[src/rtl/spmv_opt_issuer.sv]
// Opcode issuer for the SpMV PE chain: buffers host commands and drives one word
// per cycle onto the shared opcode bus, stalling on barriers until the PEs go idle.
module spmv_opt_issuer #(
   parameter int unsigned OPT_WIDTH     = 64,
   parameter int unsigned FIFO_DEPTH    = 8,
   parameter int unsigned SETTLE_CYCLES = 4
) (
   input  logic                 clk,
   input  logic                 rst_n,
   input  logic                 cmd_valid,
   output logic                 cmd_ready,
   input  logic [OPT_WIDTH-1:0] cmd_data,
   input  logic                 cmd_wait,
   output logic [OPT_WIDTH-1:0] opt_out,
   input  logic                 busy_in,
   output logic                 busy,
   output logic [31:0]          issued_count
);

   localparam int unsigned AW = $clog2(FIFO_DEPTH);
   localparam int unsigned CW = AW + 1;
   localparam int unsigned EW = OPT_WIDTH + 1;
   localparam int unsigned SW = 8;

   if (FIFO_DEPTH < 2 || FIFO_DEPTH > 64 || (FIFO_DEPTH & (FIFO_DEPTH - 1)) != 0) begin : g_bad_depth
      $error("spmv_opt_issuer: FIFO_DEPTH must be a power of two in 2..64");
   end
   if (SETTLE_CYCLES < 1 || SETTLE_CYCLES > 255) begin : g_bad_settle
      $error("spmv_opt_issuer: SETTLE_CYCLES must be in 1..255");
   end

   typedef enum logic [1:0] {
      ST_RUN    = 2'd0,
      ST_SETTLE = 2'd1,
      ST_WAIT   = 2'd2
   } state_t;

   state_t          state, state_nxt;
   logic [EW-1:0]   mem [FIFO_DEPTH];
   logic [AW-1:0]   wr_ptr, rd_ptr;
   logic [CW-1:0]   count, count_nxt;
   logic [SW-1:0]   settle_cnt;
   logic [EW-1:0]   head_c;
   logic            empty_c;
   logic            push_c;
   logic            pop_c;
   logic            load_settle_c;

   assign head_c    = mem[rd_ptr];
   assign empty_c   = (count == '0);
   assign push_c    = cmd_valid & cmd_ready;
   assign count_nxt = count + CW'(push_c) - CW'(pop_c);

   // Command storage; contents are don't-care until written, so no reset.
   always_ff @(posedge clk) begin
      if (push_c) mem[wr_ptr] <= {cmd_wait, cmd_data};
   end

   always_ff @(posedge clk or negedge rst_n) begin
      if (!rst_n) begin
         wr_ptr    <= '0;
         rd_ptr    <= '0;
         count     <= '0;
         cmd_ready <= 1'b0;
      end else begin
         if (push_c) wr_ptr <= wr_ptr + AW'(1);
         if (pop_c)  rd_ptr <= rd_ptr + AW'(1);
         count     <= count_nxt;
         cmd_ready <= (count_nxt != CW'(FIFO_DEPTH));
      end
   end

   // State register
   always_ff @(posedge clk or negedge rst_n) begin
      if (!rst_n) state <= ST_RUN;
      else        state <= state_nxt;
   end

   // Next-state logic; busy_in only matters once the settle window has elapsed
   always_comb begin
      state_nxt = state;
      case (state)
         ST_RUN:    if (!empty_c && head_c[OPT_WIDTH]) state_nxt = ST_SETTLE;
         ST_SETTLE: if (settle_cnt == SW'(1))          state_nxt = ST_WAIT;
         ST_WAIT:   if (!busy_in)                      state_nxt = ST_RUN;
         default:                                      state_nxt = ST_RUN;
      endcase
   end

   // Output decode
   always_comb begin
      pop_c         = 1'b0;
      load_settle_c = 1'b0;
      if (state == ST_RUN && !empty_c) begin
         pop_c         = 1'b1;
         load_settle_c = head_c[OPT_WIDTH];
      end
   end

   always_ff @(posedge clk or negedge rst_n) begin
      if (!rst_n) begin
         settle_cnt   <= '0;
         opt_out      <= '0;
         issued_count <= '0;
         busy         <= 1'b0;
      end else begin
         if (load_settle_c)
            settle_cnt <= SW'(SETTLE_CYCLES);
         else if (state == ST_SETTLE && settle_cnt != '0)
            settle_cnt <= settle_cnt - SW'(1);
         opt_out <= pop_c ? head_c[OPT_WIDTH-1:0] : '0;
         if (pop_c) issued_count <= issued_count + 32'd1;
         busy <= (count_nxt != '0) | (state_nxt != ST_RUN) | pop_c;
      end
   end

endmodule

[config.mk]
export PLATFORM = sky130hd
export DESIGN_NAME = spmv_opt_issuer
export DESIGN_NICKNAME = d
export VERILOG_FILES = /design/src/rtl/spmv_opt_issuer.sv
export SDC_FILE = /design/constraint.sdc
export NUM_CORES = 1
export LEC_CHECK = 0
export CORE_ASPECT_RATIO = 1.25
export CORE_MARGIN = 3
export CORE_UTILIZATION = 30
export CTS_CLUSTER_DIAMETER = 30
export DETAILED_ROUTE_END_ITERATION = 10
export MAX_ROUTING_LAYER = met4
export PLACE_DENSITY_LB_ADDON = 0.05
export REMOVE_ABC_BUFFERS = 1
export SLEW_MARGIN = 15
export SYNTH_ARGS = -nofsm -noshare
export SYNTH_HDL_FRONTEND = slang
export SYNTH_SLANG_ARGS = --single-unit
[constraint.sdc]
create_clock -name clk -period 10.4 [get_ports clk]
set_input_delay 1.56 -clock clk [delete_from_list [all_inputs] [get_ports clk]]
set_output_delay 1.56 -clock clk [all_outputs]
set_load 0.1 [all_outputs]
Word level (Yosys, flattened, before mapping):

Memories as Yosys holds them, arrays and structs flattened.
Index checks and enable logic that the tools add are counted.

* flip-flop bits (word level): 118
* RAM bits: 520
* bits of input ports: 69
* output and inout port bits: 98
* word-level logic and storage cells: 44
* memories: 1

* add/sub/neg operators: 6
* eq/ne operators: 4
* mux-type cells: 11
* bitwise logic cells: 3
* reductions and logical operators: 10

Memory list
* mem: depth 8, bits a word 65, rd ports 1, clocked after Yosys merged registers in 0, write ports 1, line 39 `logic [EW-1:0] mem [FIFO_DEPTH];`

Operators with widths (number)
* 64-bit two-way mux: 1
* 32-bit by 1-bit adder with 32-bit output, second input constant: 1
* 8-bit two-way mux: 2
* 8-bit by 1-bit == test with 1-bit output, second input constant: 1
* 8-bit nonzero test: 1
* 8-bit by 1-bit subtractor with 8-bit output, second input constant: 1
* 3-bit by 1-bit adder with 3-bit output, second input constant: 2
* 2-bit two-way mux: 3
* 2-bit one-hot mux with 3 select lines: 1
* 4-bit by 1-bit adder with 4-bit output: 1
* 4-bit zero test: 1
* 1-bit two-way mux: 4
* 4-bit inequality test, second input constant: 1
* 2-bit nonzero test: 2
* 4-bit nonzero test: 1
* 4-bit by 1-bit subtractor with 4-bit output: 1
* 1-bit logical AND: 3
* 2-bit by 1-bit == test with 1-bit output, second input constant: 1
* 2-bit == test, second input constant: 1
* 2-bit zero test: 1
* 1-bit bitwise OR: 2
* 1-bit AND: 1
* 1-bit zero test: 1

Logic depth before layout (Yosys ltp):

* depth in word-level cells: 8
* gate-level depth with buffers: 13
* depth with buffers taken out: 13

Worst setup path after synthesis:

OpenSTA, ideal clock, no wires.

* path kind: input to register
* from: input port cmd_valid
* to: memory mem[2][0] (netlist name), enable pin
* setup time: 671 ps
* arrival: 8481 ps
* required time: 9729 ps
* path slack: 1248 ps
* cell stages on the path: 2
* path buffers: 0
* path through: nand2_1 nor4b_1

* word-level cells in the longest chain between the ends: 3

Ends and longest elaborated chain
* from (decl): line 10 `input logic cmd_valid,`
* 1-bit AND: line 51 `assign push_c = cmd_valid & cmd_ready;`
* 1-bit two-way mux: line 56 `if (push_c) mem[wr_ptr] <= {cmd_wait, cmd_data};`
* 1-bit two-way mux (not written as such): line 56
* to (decl): line 39

No other way between the ends.

Final worst setup path:

* from: register issued_count[6]
* to: output port issued_count[6]

RTL lines
* from (decl): line 17 `output logic [31:0] issued_count`
* from (signal assigned): line 112 `if (pop_c) issued_count <= issued_count + 32'd1;`

No word-level cell between the ends.

==> impl_metrics.json <==
{
  "clock_latency_ns": 0.70,
  "synth.avg_cell_area_um2": 21.0,
  "drv_slew": 0,
  "ys_async_sr_fraction_pct": 18.5,
  "max-cap-violations": 0,
  "final-seq-area_um2": 18600,
  "period_share_pct": 37.3,
  "use_met1_pct": 17.7,
  "fin_nets": 1500,
  "drt-pass1-iter-count": 5,
  "die_area_um2": 83200,
  "period_minus_slack_ns": 3.87,
  "post_cts_buffers": 0,
  "hp-start": "issued_count[31]$_DFFE_PN0N_",
  "synthMuxAreaShare_pct": 14.9,
  "worst-path-max-fanout": 6,
  "dp.cells": 2335,
  "hold_viol": 0,
  "slowest_delay_ns": 1.18,
  "drc": 0,
  "first_iter_violations": 673,
  "crit_chain": "clkdlybuf4s50_1",
  "synth_compound_area_share_pct": 0.345,
  "worst_pin_slew_ns": 1.18,
  "grt_pass1_wl_um": 87100,
  "endpoint_kind": "output port",
  "core_area_um2": 78900,
  "fin_tns_setup_ns": 0,
  "critPathLaunchType": "flop",
  "nFillCells": 7117,
  "drive_gt1_share_pct": 26.2,
  "via_per_inst": 4.57,
  "clk_path_buf_depth": 3,
  "critPathKind": "reg2out",
  "multi_input_area_um2": 5130,
  "ys_seq_elements": 638,
  "antenna_found_initial": 2,
  "crit_slowest_cell": "clkdlybuf4s50_1",
  "hpwl_um": 29700,
  "clock.fmax_ghz": 0.258,
  "ant_nets": 0,
  "postCtsHoldBufs": 0,
  "timing.rr.start": "rd_ptr[0]$_DFFE_PN0N_",
  "die_x_um": 259,
  "cp_top_family": "buffers and inverters",
  "maxSlewHeadroom_pct": 21.2,
  "startpoint": "issued_count[6]$_DFFE_PN0N_",
  "cts-resized-gates": 0,
  "grt_usage_pct": 14.7,
  "synth-simple-area-share_pct": 3.66,
  "start_util_pct": 30.4,
  "setup_violations": 0,
  "syn_area_um2": 23900,
  "required_ns": 8.84,
  "grt_setup_unrepaired": "no",
  "synth_adder_area_share_pct": 0.659,
  "powerDensity_nw_per_um2": 324,
  "syn_to_final_growth_pct": 32.0,
  "use_met2_pct": 23.8,
  "cts.sinks": 638,
  "synth_flop_cell": "edfxtp_1",
  "htree_num_levels": 4,
  "die_h_um": 322,
  "crit_buf_inv": 1,
  "synth_top_family_by_area": "multiplexers",
  "ir_drop_mv": 0.138,
  "cts_made_buffers": 135,
  "synth_xor_area_share_pct": 1.61,
  "grt_max_degree": 71,
  "io_buffers": 166,
  "grt-ovfl-total": 0,
  "final_cells": 2589,
  "cts_tree": "done",
  "cts.clk_slew.worst_paths_ns": 0.04,
  "critPathArrivalTime_ns": 2.31,
  "num_vias": 11800,
  "power_leakage_nw": 11.1,
  "use_met3_pct": 4.21,
  "routedWlPerCell_um": 22.2,
  "synth_edf_count": 520,
  "rows": 115,
  "outcome": "completed",
  "finalClockSkew_ns": 0.0195,
  "hp-class": "reg2reg",
  "gp_congestion": 0.701,
  "io_pins": 167,
  "ys_warn_count": 0,
  "clock_tree.root_cell": "clkbuf_16",
  "grt.busiest_layer": "met2",
  "synthCells": 1142,
  "synth_cell_types": 46,
  "ys_seq_area_share_pct": 77.6,
  "grt_pass1_vias": 13500,
  "totalWireLength_um": 57400
}
[cell usage after synthesis, types with 4 or more instances]
cell,number,area share (%)
and3_1,5,0.13
buf_1,13,0.20
buf_2,26,0.54
clkbuf_1,10,0.16
dfrtp_1,118,12
edfxtp_1,520,65
ha_1,11,0.57
inv_1,17,0.27
mux2i_1,68,2.8
mux4_2,128,12
nand2_1,24,0.38
nand3_1,7,0.15
nand4_1,5,0.13
nor2_1,81,1.3
nor3_1,10,0.21
nor3_2,8,0.33
nor3b_1,5,0.16
nor4_1,4,0.10
xnor2_1,23,0.84
xor2_1,21,0.77
[final cells by class]
cell class | instances | area share (%)
sequential | 638 | 58.8
multi-input combinational | 436 | 16.2
clock buffer | 167 | 11.5
timing repair buffer | 190 | 5.83
tap | 1053 | 4.17
clock inverter | 85 | 3.27
inverter | 18 | 0.214
antenna | 2 | 0.0158
[report_power, final]
group / switching (mW) / total (mW) / internal (mW)
sequential: 0.224 / 3.44 / 3.21
combinational: 1.58 / 2.51 / 0.924
clock: 1.40 / 4.29 / 2.89
total: 3.20 / 10.2 / 7.03
[kinds of logic after synthesis]
group,Yosys count
buffers and inverters,68
flip-flops,638
AO/OA/AOI/OAI,12
AND/OR/NAND/NOR,171
multiplexers,197
XOR/XNOR,44
adder cells (fa/ha/maj),12
[registers in the layout, indices dropped and copies added (netlist names)]
signal        cells
issued_count     32
busy              1
state             2
mem             520
wr_ptr            3
opt_out          64
cmd_ready         1
count             4
rd_ptr            3
settle_cnt        8
[per-stage QoR]
stage / hold slack, ns / util [%] / power [mW] / worst slack (ns) / area (um2)
floorplan: 0.494 / - / 5.46 / 1.25 / 23700
global placement: 0.459 / 34.2 / 6.07 / 6.07 / 26900
detailed placement: 0.476 / 34.2 / 6.08 / 6.08 / 26900
CTS: 0.482 / 40.1 / 10.4 / 6.45 / 31600
global route: 0.509 / 40.1 / 10.7 / 6.41 / 31600
finish: 0.481 / 40.1 / 10.2 / 6.53 / 31600
[cell usage in the layout, fill, tap and decap left out, types with 4 or more instances in the layout]
cell,n
and3_1,5
buf_4,24
bufinv_16,16
clkbuf_1,20
clkbuf_16,136
clkbuf_8,11
clkdlybuf4s50_1,165
clkinv_1,9
clkinv_2,18
clkinv_4,4
clkinv_8,7
clkinvlp_4,20
dfrtp_1,115
edfxtp_1,520
ha_1,11
inv_1,17
inv_6,8
mux2i_1,68
mux4_2,128
nand2_1,23
nand3_1,7
nand4_1,5
nor2_1,80
nor3_1,8
nor3_2,10
xnor2_1,23
xor2_1,21
[routing by layer]
layer,wire (um),vias up
met5,0,-
li1,-,5167
met4,1200,0
met2,28500,271
met3,2660,105
met1,25000,6295
[worst paths after layout]
| path | to | slack [ns] | depth (start not counted) |
|---|---|---|---|
| min reg2reg | issued_count[31]$_DFFE_PN0N_ | 0.48 | 1 |
| max | issued_count[6] | 6.53 | 1 |
| min in group asynchronous | opt_out[19]$_DFF_PN0_ | 0.96 | 1 |
| max in group asynchronous | opt_out[56]$_DFF_PN0_ | 8.12 | 2 |
| min | issued_count[31]$_DFFE_PN0N_ | 0.48 | 1 |
| max reg2reg | opt_out[32]$_DFF_PN0_ | 6.94 | 5 |
Note: power is estimated with default switching activity, not from simulation.
